--- config.mk ---
export PLATFORM = sky130hd
export DESIGN_NAME = ccd_gray_packer
export DESIGN_NICKNAME = d
export VERILOG_FILES = /design/src/rtl/ccd_gray_pkg.sv /design/src/rtl/ccd_frame_monitor.sv /design/src/rtl/ccd_gray_packer.sv
export SDC_FILE = /design/constraint.sdc
export NUM_CORES = 1
export LEC_CHECK = 0
export CORE_ASPECT_RATIO = 0.8
export CORE_MARGIN = 1
export CORE_UTILIZATION = 30
export DETAILED_ROUTE_END_ITERATION = 10
export GPL_TIMING_DRIVEN = 1
export PLACE_DENSITY = 0.6
export SLEW_MARGIN = 10
export SYNTH_ARGS = -nofsm -noshare
export SYNTH_HDL_FRONTEND = slang
export SYNTH_SLANG_ARGS = --single-unit
--- constraint.sdc ---
create_clock -name iCLK -period 3.7 [get_ports iCLK]
set_input_delay 0.555 -clock iCLK [delete_from_list [all_inputs] [get_ports iCLK]]
set_output_delay 0.555 -clock iCLK [all_outputs]
set_load 0.02 [all_outputs]
--- src/rtl/ccd_gray_pkg.sv ---
// Shared widths, default luma weights and frame-monitor state encoding for the
// CCD gray packer.
package ccd_gray_pkg;

  localparam int W_IN     = 12;
  localparam int W_OUT    = 10;
  localparam int W_SUM    = 19;
  localparam int W_CNT    = 19;
  localparam int PIPE_LAT = 3;

  localparam int COEF_R_DEF = 27;
  localparam int COEF_G_DEF = 91;
  localparam int COEF_B_DEF = 9;

  typedef enum logic [1:0] {
    IDLE   = 2'd0,
    ACTIVE = 2'd1,
    DRAIN  = 2'd2
  } frame_state_e;

endpackage

--- src/rtl/ccd_frame_monitor.sv ---
// Frame boundary monitor: counts output pixels between iFVAL edges, lets the
// luma pipeline drain, then publishes the final count and an error flag.
module ccd_frame_monitor
  import ccd_gray_pkg::*;
#(
  parameter int EXP_PIXELS = 307200
) (
  input  logic             clk,
  input  logic             rst_n,
  input  logic             dval,
  input  logic             fval,
  output logic [W_CNT-1:0] pix_cnt,
  output logic             frame_done,
  output logic             frame_err,
  output frame_state_e     state
);

  localparam logic [1:0]       DRAIN_LEN = 2'(PIPE_LAT);
  localparam logic [W_CNT-1:0] EXP_CNT   = W_CNT'(EXP_PIXELS);

  frame_state_e     state_n;
  logic             fval_q;
  logic [W_CNT-1:0] cnt_n, cnt_inc;
  logic [1:0]       drain, drain_n;
  logic             done_n, err_n;

  // fval_q resets high so a frame already running at reset release is skipped.
  always_ff @(posedge clk or negedge rst_n) begin
    if (!rst_n) begin
      state      <= IDLE;
      fval_q     <= 1'b1;
      pix_cnt    <= '0;
      drain      <= '0;
      frame_done <= 1'b0;
      frame_err  <= 1'b0;
    end else begin
      state      <= state_n;
      fval_q     <= fval;
      pix_cnt    <= cnt_n;
      drain      <= drain_n;
      frame_done <= done_n;
      frame_err  <= err_n;
    end
  end

  assign cnt_inc = (pix_cnt == '1) ? pix_cnt : pix_cnt + 1'b1;

  always_comb begin
    state_n = state;
    cnt_n   = pix_cnt;
    drain_n = drain;
    done_n  = 1'b0;
    err_n   = frame_err;
    case (state)
      IDLE: begin
        if (fval && !fval_q) begin
          cnt_n   = '0;
          state_n = ACTIVE;
        end
      end
      ACTIVE: begin
        if (dval) cnt_n = cnt_inc;
        if (!fval && fval_q) begin
          state_n = DRAIN;
          drain_n = DRAIN_LEN;
        end
      end
      DRAIN: begin
        // Pixels still in the luma pipeline at the iFVAL fall are counted here.
        if (dval) cnt_n = cnt_inc;
        drain_n = drain - 2'd1;
        if (drain == 2'd1) begin
          done_n  = 1'b1;
          err_n   = (cnt_n != EXP_CNT);
          state_n = IDLE;
        end
      end
      default: state_n = IDLE;
    endcase
  end

endmodule

--- src/rtl/ccd_gray_packer.sv ---
// RGB-to-luma pipeline (multiply, sum, scale/binarise) feeding the two SDRAM
// write words, plus the per-frame pixel count monitor.
module ccd_gray_packer
  import ccd_gray_pkg::*;
#(
  parameter int EXP_PIXELS = 307200,
  parameter int COEF_R     = COEF_R_DEF,
  parameter int COEF_G     = COEF_G_DEF,
  parameter int COEF_B     = COEF_B_DEF
) (
  input  logic              iCLK,
  input  logic              iRST_N,
  input  logic [W_IN-1:0]   iRed,
  input  logic [W_IN-1:0]   iGreen,
  input  logic [W_IN-1:0]   iBlue,
  input  logic              iDVAL,
  input  logic              iFVAL,
  input  logic              iBIN_EN,
  input  logic [W_OUT-1:0]  iTHRESH,
  output logic [W_OUT-1:0]  oGRAY,
  output logic [15:0]       oWR1_DATA,
  output logic [15:0]       oWR2_DATA,
  output logic              oDVAL,
  output logic [W_CNT-1:0]  oPIX_CNT,
  output logic              oFRAME_DONE,
  output logic              oFRAME_ERR,
  output logic [1:0]        oSTATE
);

  localparam logic [W_SUM-1:0] CR = W_SUM'(COEF_R);
  localparam logic [W_SUM-1:0] CG = W_SUM'(COEF_G);
  localparam logic [W_SUM-1:0] CB = W_SUM'(COEF_B);

  logic [W_SUM-1:0] p_r, p_g, p_b, sum;
  logic             dv1, dv2;
  logic [W_OUT-1:0] g_raw, g_next;
  frame_state_e     fsm_state;

  // Dropping the 9 LSBs divides by 512; weights sum to at most 127.
  assign g_raw  = W_OUT'(sum >> 9);
  assign g_next = iBIN_EN ? ((g_raw >= iTHRESH) ? '1 : '0) : g_raw;

  always_ff @(posedge iCLK or negedge iRST_N) begin
    if (!iRST_N) begin
      p_r       <= '0;
      p_g       <= '0;
      p_b       <= '0;
      sum       <= '0;
      dv1       <= 1'b0;
      dv2       <= 1'b0;
      oDVAL     <= 1'b0;
      oGRAY     <= '0;
      oWR1_DATA <= '0;
      oWR2_DATA <= '0;
    end else begin
      p_r   <= W_SUM'(iRed) * CR;
      p_g   <= W_SUM'(iGreen) * CG;
      p_b   <= W_SUM'(iBlue) * CB;
      sum   <= p_r + p_g + p_b;
      dv1   <= iDVAL;
      dv2   <= dv1;
      oDVAL <= dv2;
      // Output stage only loads on a valid pixel so idle cycles hold the last word.
      if (dv2) begin
        oGRAY     <= g_next;
        oWR1_DATA <= {1'b0, g_next[9:5], g_next};
        oWR2_DATA <= {1'b0, g_next[4:0], g_next};
      end
    end
  end

  ccd_frame_monitor #(
    .EXP_PIXELS(EXP_PIXELS)
  ) u_frame_monitor (
    .clk       (iCLK),
    .rst_n     (iRST_N),
    .dval      (oDVAL),
    .fval      (iFVAL),
    .pix_cnt   (oPIX_CNT),
    .frame_done(oFRAME_DONE),
    .frame_err (oFRAME_ERR),
    .state     (fsm_state)
  );

  assign oSTATE = fsm_state;

endmodule

Word level (Yosys, flattened, before mapping). Index checks and enable logic that the tools add are counted.

Bits in registers: 140. Output and inout port bits: 66. Word-level logic and storage cells: 58.

Add/subtract/negate cells: 4. Multiply operators: 3. $lt $le $gt $ge: 1. Equal/unequal tests: 8. Multiplexer cells: 15. Reduce and logical (&&, ||, !) cells: 11.

Operator list (count): $mux W19 (4); $pmux W19 S3 (1); $mux W10 (2); $add A17 B19 Y19 (1); $add A19 B1 Y19 const B (1); $add A19 B16 Y19 (1); $eq A19 B19 Y1 const B (1); $mul A12 B7 Y19 const B (1); $ne A19 B19 Y1 const B (1); $mul A12 B5 Y17 const B (1); $mul A12 B4 Y16 const B (1); $ge A10 B10 Y1 (1); $mux W2 (4); $ne A2 B1 Y1 const B (3); $pmux W2 S3 (1); $reduce_and A2 Y1 (3); $eq A2 B1 Y1 const B (2); $pmux W2 S2 (1); $reduce_and A3 Y1 (1); $reduce_bool A3 Y1 (1); $eq A2 B2 Y1 const B (1); $logic_and A1 B1 Y1 (2); $logic_not A1 Y1 (2); $logic_not A2 Y1 (1); 3 further kinds (4).

Longest topological paths before layout. Gate-level depths: netlist of the first run.

Word-level depth: 5. Mapped depth: 15. Depth with buffers taken out: 15.

Cells and area by module. A second synthesis of the first run with hierarchy kept.

Cells, all modules: 919. Area, all modules: 8903.5 µm².

By module, submodules not included: ccd_gray_packer (times used 1, cells an instance 697, area each 7106.8 µm², seq. area each 1876.8 µm²); ccd_frame_monitor (times used 1, cells an instance 222, area each 1796.7 µm², seq. area each 651.9 µm²).

Worst setup path before layout of the first run. No wires, ideal clock.

Path type: input port to flip-flop. Start: input iGreen[4]. End: register p_g[18]. Library setup time: 131 ps. Arrival: 4040 ps. Data required time: 3569 ps. Setup slack: -472 ps. Stages on the path: 14. Path through: ha_1 > inv_1 > fa_1 > inv_1 > fa_1 > inv_1 > fa_1 > inv_1 > ha_1 > nor3_1 > a2111o_1 > a31oi_1 > nor4b_1 > or3_1.

Cells in the longest elaborated chain, start to end: 1.

Ends and longest elaborated chain: from (decl) (RTL line ccd_gray_packer.sv:14) `input logic [W_IN-1:0] iGreen,`; $mul A12 B7 Y19 (RTL line ccd_gray_packer.sv:57) `p_g <= W_SUM'(iGreen) * CG;`; to (signal assigned) (RTL line ccd_gray_packer.sv:57); to (decl) (RTL line ccd_gray_packer.sv:34) `logic [W_SUM-1:0] p_r, p_g, p_b, sum;`.

No other way between the ends. A chain may end at the register's enable or synchronous reset.

Worst setup path in the final report of the first run.
Start: input iGreen[5]. End: register p_g[18].

Same word-level chain as after synthesis.

==> metrics, run 1 <==
Final Hold Vio Count 0; post-synth top area share 27.90%; clk slew on worst S/H paths approximately 0.070 ns; Synth Cell Area around 0.0090 mm^2; top post-synthesis cells by area dfrtp_1 (28%), ha_1 (18%), fa_1 (13%), inv_1 (5.9%), xnor2_1 (3.3%); Layout area overhead 29.71%; CTS Hold Buffers Added 0; Yosys reg bits between 100 and 150; DRT iter0 DRCs 280; sequential area share after synthesis approximately 28%; Final GP Congestion just over 0.8; Antenna Nets Post-Route 0; final cycle utilization of the critical path 101.4%; EDFF count, synth 0; failing checks negative setup slack; FF-to-FF path depth 9; fraction of layout cells with a size suffix above 1 between 10% and 20%; Startpoint Class input port; clock buffer depth 2; area leader, netlist dfrtp_1; top cells by count, synth inv_1 (142), ha_1 (131), dfrtp_1 (100); Worst Max-Slew Pin Slew around 0.95 ns; worst-skew pair later-pin latency around 0.35 ns; CTS Buf Count 9; HPWL Detailed around 16000 um; Final Setup Violations 3; pin count of the biggest net entering global routing 76; RSZ-0062 raised after global routing true; Root Buffer Master clkbuf_16; outcome complete, but fails checks; Pleak 5.628 nW; Max VDD drop 0.3504 mV; Clock Skew between 0.007 and 0.008 ns; Worst slew margin 36.55%; total grt overflow 0; CP max FO 3; Critical Path AT approximately 4.0 ns; worst slack, placed -0.9684 ns; Layout fillers around 2800; Diodes inserted 0; Post-Syn Instances 920; Max-Cap Viols 0; yosys warns 0; Vias/cell approximately 4.7; initial antenna violation count 0; vias in the first global route 6857; top-count cell post-synth inv_1; first-pass GRT wire length roughly 33000 um; Slew Limit Fails 0; Top FF cell, synth dfrtp_1; router iterations before antenna repair 4; WP data required 3.93 ns; CTS tree yes; Synth cell types 64; PD cells slightly above 700 mW/mm^2; total die area around 0.03 mm^2; syn avg cell area 9.750 um^2; clock sink total just over 100; starting density of the core between 30% and 40%; CORE AREA 0.02936 mm^2; die height roughly 160 um; number of I/O port buffers 114; vias after detailed routing ~7000; total wire length roughly 19000 um; Die Wd 195.3 um; GRT Total Usage roughly an eighth; I/O pin count between 100 and 150; ys async rst share 100.0%; critical path type in2reg; CP Capture Type flop; Finished Core Util 39.63%; CTS HTree Levels 3; post-route setup slack -0.05000 ns; fin crit period around 3.8 ns; fmax roughly 0.27 GHz; DR DRC count 0; wire per inst 13.11 um; Hold WC Path Type in2async; row count between 50 and 60; Final #Nets 1342
[final timing paths]
kind | to | start | slack (ns)
setup / recovery | p_g[18]$_DFF_PN0_ | iGreen[5] | -0.05
hold / removal | oDVAL$_DFF_PN0_ | iRST_N | 0.34
setup reg to reg | sum[18]$_DFF_PN0_ | p_r[3]$_DFF_PN0_ | 0.34
hold reg to reg | dv2$_DFF_PN0_ | dv1$_DFF_PN0_ | 0.36
max in group asynchronous | p_g[8]$_DFF_PN0_ | iRST_N | 2.54
min in group iCLK | dv2$_DFF_PN0_ | dv1$_DFF_PN0_ | 0.36
[stage by stage]
| stage | area [um^2] | instances | setup TNS [ns] | power, mW | hold WS [ns] |
|---|---|---|---|---|---|
| 2_1_floorplan | 9168 | 921 | -0.2219 | 5.487 | 0.2594 |
| 6_report | 11630 | 1483 | -0.1130 | 8.204 | 0.3445 |
| 4_1_cts | 11550 | 1482 | -0.06997 | 8.242 | 0.3596 |
| 3_3_place_gp | 11240 | 1465 | -9.222 | 7.114 | 0.3396 |
| 3_5_place_dp | 11240 | 1465 | -9.824 | 7.214 | 0.3388 |
| 5_1_grt | 11630 | 1483 | -0.5526 | 9.071 | 0.3701 |
[power breakdown]
| group | leakage (nW) | switching [mW] | total [mW] | internal (mW) |
|---|---|---|---|---|
| logic | 4.26 | 2.77 | 5.45 | 2.69 |
| clock network | 0.140 | 0.421 | 0.949 | 0.528 |
| registers | 1.23 | 0.291 | 1.80 | 1.51 |
| total | 5.63 | 3.48 | 8.20 | 4.73 |
[layer usage]
metal  global-route usage (%)  up-vias  wire length, um
met2                    20.71      146             8264
met3                    2.478       16              696
met4                    2.287        0              152
met1                    19.38     3244            10330
met5                        0        -                0
li1                         -     3502                -
[cell usage in the layout, fill, tap and decap left out, drive strengths merged, types with 10 or more instances in the layout]
cell and n:
nand2b 11, o32ai 10, a21o 14, xnor2 34, nor2 47, ha 131, dfrtp 100, fa 59
nand4 12, clkdlybuf4s50 97, nand2 44, or3 11, o21ai 30, xor2 12, and3 11, nand3 20
clkbuf 11, inv 143, buf 118, a21oi 41, nor3 23
[layout make-up]
class,instances,area (um^2),area share [%]
repair buffers,221,1952,16.78
clock inverters,5,60.06,0.5162
multi-input cells,626,5857,50.34
flip-flops and latches,101,2529,21.73
inverters,142,533.0,4.581
well taps,377,471.7,4.054
clock buffers,11,232.7,2.000
[flip-flops by register name (all words and copies together) (netlist names), 2 cells and up]
register                 count
u_frame_monitor.drain        2
p_b                         16
oGRAY                        9
u_frame_monitor.pix_cnt     19
p_g                         19
sum                         10
p_r                         17
u_frame_monitor.state        2
[repair_timing]
| action | in CTS | in global routing |
|---|---|---|
| pin swaps | 16 | 21 |
| resized for setup | 52 | 35 |
| buffers inserted | 1 | 1 |
| setup endpoints to repair | 13 | 11 |
[critical path, cell delays in order]
cell and delay, ns:
buf_8 0.11, ha_4 0.26, inv_2 0.03, fa_1 0.50, inv_1 0.05, fa_1 0.52
inv_2 0.04, fa_1 0.49, inv_2 0.04, ha_4 0.26, nand3_2 0.05, a2111o_1 0.40
a31oi_4 0.23, nor4b_2 0.07, or3_1 0.34
[logic make-up after synthesis]
logic type | after synthesis | share of synthesized area (%)
simple gates | 211 | 12.23
mux | 5 | 0.6137
flops | 101 | 28.19
compound gates | 172 | 13.38
fa+ha+maj | 190 | 31.44
other cells | 1 | 0.04181
xor+xnor | 46 | 4.492
buf+inv | 194 | 9.611
Power figures use the tool's default switching activity.
==> inputs of run 2 (changes only) <==
--- a/config.mk
+++ b/config.mk
@@ -5,12 +5,13 @@
 export SDC_FILE = /design/constraint.sdc
 export NUM_CORES = 1
 export LEC_CHECK = 0
-export CORE_ASPECT_RATIO = 0.8
+export CAP_MARGIN = 40
 export CORE_MARGIN = 1
 export CORE_UTILIZATION = 30
 export DETAILED_ROUTE_END_ITERATION = 10
 export GPL_TIMING_DRIVEN = 1
 export PLACE_DENSITY = 0.6
+export SKIP_CTS_REPAIR_TIMING = 1
 export SLEW_MARGIN = 10
 export SYNTH_ARGS = -nofsm -noshare
 export SYNTH_HDL_FRONTEND = slang
==> run 2 against run 1 <==
  * The flow still finishes with violations (negative setup slack)
  * Register-to-register slack improved by 0.33 ns
  * Sequential power hardly changed
  * Utilization is 0.22 points higher
  * Maximum frequency is 1.2% higher
  * First-iteration DRC count increased by 55%
  * Critical path type unchanged
  * Critical endpoint unchanged
==> metrics, run 2 (same netlist as run 1, synthesis figures left out) <==
total grt overflow 0 (unchanged); pin count of the biggest net entering global routing 37 (-51%); DRT iter0 DRCs 433 (+55%); CP Capture Type flop; Startpoint Class input port; CTS HTree Levels 3 (unchanged); Vias/cell 4.675 (+0.37%); total die area 0.03060 mm^2 (about the same); die height 174.9 um (+12%); RSZ-0062 raised after global routing true; DR DRC count 0 (unchanged); Hold WC Path Type in2async; Pleak 5.596 nW (-0.56%); Max-Cap Viols 0 (unchanged); number of I/O port buffers 114 (unchanged); fin crit period 3.706 ns (-0.04430 ns); Layout area overhead 29.24%; worst slack, placed -0.8991 ns (+0.06929 ns); most used cell, CP fa_1; initial antenna violation count 0 (unchanged); Slew Limit Fails 0 (unchanged); CP max FO 3 (unchanged); most frequent cells in the layout inv_1 (133), ha_1 (116), buf_4 (107); critical path's top delay family adder cells; Critical Path, Cell by Cell buf_2, ha_4, inv_2, fa_1, inv_1, fa_1, inv_1, fa_1, inv_2, ha_4, nand3_2, a2111o_1, a31oi_4, nor4b_2, or3_1; clock sink total 101 (unchanged); I/O pin count 117 (unchanged); Final Hold Vio Count 0 (unchanged); Layout fillers 2880 (+1.3%); router iterations before antenna repair 5 (+1); slowest stage delay, CP 0.49 ns (-0.03 ns); post-route setup slack -0.005708 ns (+0.04430 ns); Final Instance Count excl. Fillers 1488 (+0.34%); CTS tree yes; Worst Max-Slew Pin Slew 0.7586 ns (-0.1932 ns); Diodes inserted 0 (unchanged); outcome complete, but fails checks; starting density of the core 30.83% (+0.28 points); PD cells 700.9 mW/mm^2 (-0.60%); worst path bufs/invs 5 (unchanged); HPWL Detailed 16590 um (+2.5%); Final #Nets 1340 (-0.15%); Max VDD drop 0.3620 mV (+3.3%); Largest regs p_g: 19 flops, u_frame_monitor.pix_cnt: 19 flops, p_r: 17 flops; critical path type in2reg; Worst slew margin 48.96% (+12 points); Final GP Congestion 0.8079 (-1.6%); fmax 0.2699 GHz (+1.2%); Die Wd 174.9 um (-10%); clk slew on worst S/H paths 0.07 ns (about the same); clock buffer depth 2 (unchanged); vias after detailed routing 6957 (+0.71%); Finished Core Util 39.85% (+0.22 points); Clock Skew 0.01088 ns (+0.003165 ns); Post-Place Cells 1471 (+0.41%); Post-DP Area 0.01126 mm^2 (+0.23%); most common cell after layout, fill and taps aside inv_1; hold_ws 0.1605 ns (-0.1840 ns); Critical Path AT 3.93 ns (-0.05 ns); total wire length 19760 um (+1.6%); final cycle utilization of the critical path 100.2% (-1.2 points); post-route design area 0.01159 mm^2 (-0.37%); WP data required 3.93 ns (about the same); Antenna Nets Post-Route 0 (unchanged); worst-skew pair later-pin latency 0.35 ns (about the same); Crit-path slowest cell fa_1; Final Setup Violations 1 (-2); row count 62 (+11%); Root Buffer Master clkbuf_16; first-pass GRT wire length 33370 um (+0.71%); vias in the first global route 6876 (+0.28%); CORE AREA 0.02909 mm^2 (-0.91%); failing checks negative setup slack; CTS Buf Count 9 (unchanged); GRT Total Usage 13.56% (+0.22 points); fraction of layout cells with a size suffix above 1 16.30% (-0.24 points); wire per inst 13.28 um (+1.3%)
-- run 2: changes by cell type in the layout (fill, tap and decap cells not counted), moves of 2 or more --
cell / before / now
buf_6: 6 / 0
a21oi_2: 0 / 2
buf_12: 0 / 2
clkbuf_2: 0 / 2
clkinvlp_4: 1 / 3
o21ai_1: 2 / 4
-- run 2: routing by layer --
| metal | vias to the layer above | part of all wire (%) | wire length, um | GRT usage (%) |
|---|---|---|---|---|
| li1 | 3498 | - | - | - |
| met1 | 3301 | 45 | 8943 | 17.13 |
| met2 | 146 | 50 | 9893 | 23.81 |
| met3 | 12 | 3.7 | 732 | 2.263 |
| met4 | 0 | 0.99 | 195 | 3.551 |
| met5 | - | 0 | 0 | 0 |
-- run 2: where the power goes --
part	leakage [nW]	total (mW)	internal (mW)	switching [mW]
combinational	4.24	5.41	2.63	2.77
sequential	1.23	1.81	1.51	0.304
clock	0.130	0.907	0.482	0.425
-- run 2: layout make-up --
| class | count | area (um^2) | share of cell area [%] |
|---|---|---|---|
| multi-input combinational | 626 | 5841 | 50.38 |
| sequential | 101 | 2529 | 21.81 |
| timing repair buffer | 219 | 1924 | 16.60 |
| inverter | 142 | 533.0 | 4.598 |
| tap | 384 | 480.5 | 4.145 |
| clock buffer | 11 | 242.7 | 2.094 |
| clock inverter | 5 | 42.54 | 0.3670 |
-- run 2: metrics by stage --
| step | setup TNS, ns | power [mW] |
|---|---|---|
| after floorplan | -0.2219 | 5.487 |
| after global placement | -8.746 | 7.106 |
| after detailed placement | -9.123 | 7.178 |
| after CTS | -3.486 | 8.128 |
| after global routing | -0.1478 | 8.970 |
| final | -0.005708 | 8.125 |
-- run 2: path summary, 6_finish.rpt --
check | from | end | slack (ns) | cells past startpoint
max reg2reg | p_g[3]$_DFF_PN0_ | sum[17]$_DFF_PN0_ | 0.67 | 9
min | iRST_N | p_b[0]$_DFF_PN0_ | 0.16 | 1
min in group iCLK | dv1$_DFF_PN0_ | dv2$_DFF_PN0_ | 0.35 | 0
max in group asynchronous | iRST_N | p_b[8]$_DFF_PN0_ | 2.73 | 3
min reg2reg | dv1$_DFF_PN0_ | dv2$_DFF_PN0_ | 0.35 | 0
max | iGreen[5] | p_g[18]$_DFF_PN0_ | -0.006 | 15
-- run 2: worst register-to-register path: stages (launching register included) --
cell	delay [ns]
dfrtp_1	0.41
fa_1	0.47
ha_1	0.31
and4_1	0.18
a221oi_1	0.29
nor3_1	0.15
o211a_1	0.28
o31ai_1	0.53
o21bai_1	0.14
xor2_1	0.17
==> inputs of run 3 (changes only) <==
--- a/config.mk
+++ b/config.mk
@@ -8,6 +8,7 @@
 export CAP_MARGIN = 40
 export CORE_MARGIN = 1
 export CORE_UTILIZATION = 30
+export CTS_BUF_LIST = sky130_fd_sc_hd__clkbuf_2 sky130_fd_sc_hd__clkbuf_4 sky130_fd_sc_hd__clkbuf_8
 export DETAILED_ROUTE_END_ITERATION = 10
 export GPL_TIMING_DRIVEN = 1
 export PLACE_DENSITY = 0.6
==> run 3 against run 2 <==
  * The run now ends clean
  * Final cell count is the same
  * Sequential share of layout area rose by 0.24 points
  * Via count shrank 0.17%
  * Register-to-register slack hardly changed
  * Clock power is 25% lower
  * Die area stayed put
  * Maximum frequency increased by 1.3%
  * Utilization decreased by 0.43 points
  * Non-clock buffer count did not move
  * Routed wire length decreased by 0.13%
  * Combinational power about the same
  * Worst hold slack got worse by 0.052 ns
  * Highest routed layer unchanged
==> metrics, run 3 (same netlist as run 1, synthesis figures left out) <==
fmax 0.2733 GHz (+1.3%); post-route setup slack 0.04060 ns (+0.04631 ns); Layout area overhead 27.84%; first-pass GRT wire length 33400 um (about the same); HPWL Detailed 16590 um (unchanged); Final GP Congestion 0.8079 (unchanged); Final Setup Violations 0 (-1); most common cell after layout, fill and taps aside inv_1; router iterations before antenna repair 5 (unchanged); initial antenna violation count 0 (unchanged); hold_ws 0.1086 ns (-0.05188 ns); Slew Limit Fails 0 (unchanged); CP max FO 3 (unchanged); Die Wd 174.9 um (unchanged); Max-Cap Viols 0 (unchanged); RSZ-0062 raised after global routing true; wire per inst 13.27 um (-0.13%); CP Capture Type flop; CORE AREA 0.02909 mm^2 (unchanged); Clock Skew 0.01771 ns (+0.006829 ns); final cycle utilization of the critical path 98.90% (-1.3 points); clk slew on worst S/H paths 0.11 ns (+0.04 ns); Root Buffer Master clkbuf_8; DR DRC count 0 (unchanged); worst-skew pair later-pin latency 0.39 ns (+0.04 ns); clock sink total 101 (unchanged); CTS tree yes; pin count of the biggest net entering global routing 37 (unchanged); Final Hold Vio Count 0 (unchanged); PD cells 686.8 mW/mm^2 (-2.0%); total wire length 19740 um (-0.13%); Pleak 5.543 nW (-0.94%); I/O pin count 117 (unchanged); fraction of layout cells with a size suffix above 1 16.12% (-0.18 points); vias in the first global route 6882 (+0.087%); Layout fillers 2884 (+0.14%); Max VDD drop 0.3664 mV (+1.2%); starting density of the core 30.83% (unchanged); fin crit period 3.659 ns (-0.04631 ns); clock buffer depth 2 (unchanged); Final #Nets 1340 (unchanged); GRT Total Usage 13.57% (about the same); Largest regs p_g: 19 flops, u_frame_monitor.pix_cnt: 19 flops, p_r: 17 flops; Antenna Nets Post-Route 0 (unchanged); row count 62 (unchanged); Worst slew margin 49.40% (+0.44 points); die height 174.9 um (unchanged); number of I/O port buffers 114 (unchanged); Vias/cell 4.667 (-0.17%); critical path type in2reg; vias after detailed routing 6945 (-0.17%); Diodes inserted 0 (unchanged); DRT iter0 DRCs 406 (-6.2%); Post-DP Area 0.01126 mm^2 (unchanged); CTS HTree Levels 3 (unchanged); worst slack, placed -0.8991 ns (unchanged); post-route design area 0.01147 mm^2 (-1.1%); Worst Max-Slew Pin Slew 0.7575 ns (-0.001133 ns); Startpoint Class input port; total grt overflow 0 (unchanged); total die area 0.03060 mm^2 (unchanged); most frequent cells in the layout inv_1 (134), ha_1 (117), buf_4 (105); CTS Buf Count 9 (unchanged); Hold WC Path Type in2async; Critical Path AT 3.93 ns (about the same); outcome finished clean; WP data required 3.97 ns (+0.04 ns)
==> run 3: power breakdown <==
group | leakage (nW) | switching (mW) | internal (mW)
clock network | 0.0875 | 0.404 | 0.278
logic | 4.23 | 2.77 | 2.62
registers | 1.23 | 0.304 | 1.51
total | 5.54 | 3.47 | 4.40
==> run 3: through the flow <==
step                      util [%]  setup TNS (ns)  power (mW)  cells
after floorplan                  -         -0.2219       5.487    921
after global placement       38.65          -8.746       7.106   1470
after detailed placement     38.72          -9.123       7.178   1471
after CTS                    39.36          -2.908       7.903   1487
after global routing         39.42        -0.06169       8.708   1488
final                        39.42               0       7.876   1488
==> run 3: worst max-delay path, cell delays in order <==
cell and delay (ns):
buf_2 0.14, ha_4 0.28, inv_2 0.04, fa_1 0.49, inv_1 0.05, fa_1 0.47, inv_1 0.05, fa_1 0.49
inv_2 0.05, ha_4 0.26, nand3_2 0.05, a2111o_1 0.40, a31oi_4 0.21, nor4b_2 0.07, or3_1 0.34
==> run 3: area by class of cell <==
class,count,area [um^2],area share (%)
Multi-Input combinational cell,626,5823,50.78
Tap cell,384,480.5,4.190
Clock buffer,11,145.1,1.266
Inverter,142,533.0,4.648
Sequential cell,101,2529,22.05
Timing Repair Buffer,219,1914,16.69
Clock inverter,5,42.54,0.3710
==> run 3: final timing paths <==
check                                      start                    to  slack (ns)  depth (start not counted)
min in group iCLK                  dv1$_DFF_PN0_         dv2$_DFF_PN0_        0.36                          0
max in group asynchronous                 iRST_N      p_b[8]$_DFF_PN0_        2.77                          3
worst max-delay path                   iGreen[5]     p_g[18]$_DFF_PN0_        0.04                         15
worst max register to register  p_g[3]$_DFF_PN0_     sum[17]$_DFF_PN0_        0.66                          9
worst min register to register     dv1$_DFF_PN0_         dv2$_DFF_PN0_        0.36                          0
worst min-delay path                      iRST_N  oGRAY[1]$_DFFE_PN0P_        0.11                          1
==> run 3: per-layer routing <==
layer / wire [um] / GRT usage [%] / share of wire, % / vias to the layer above
li1: - / - / - / 3495
met1: 8962 / 17.13 / 45 / 3288
met2: 9777 / 23.74 / 50 / 147
met3: 754 / 2.263 / 3.8 / 15
met4: 243 / 3.768 / 1.2 / 0
met5: 0 / 0 / 0 / -
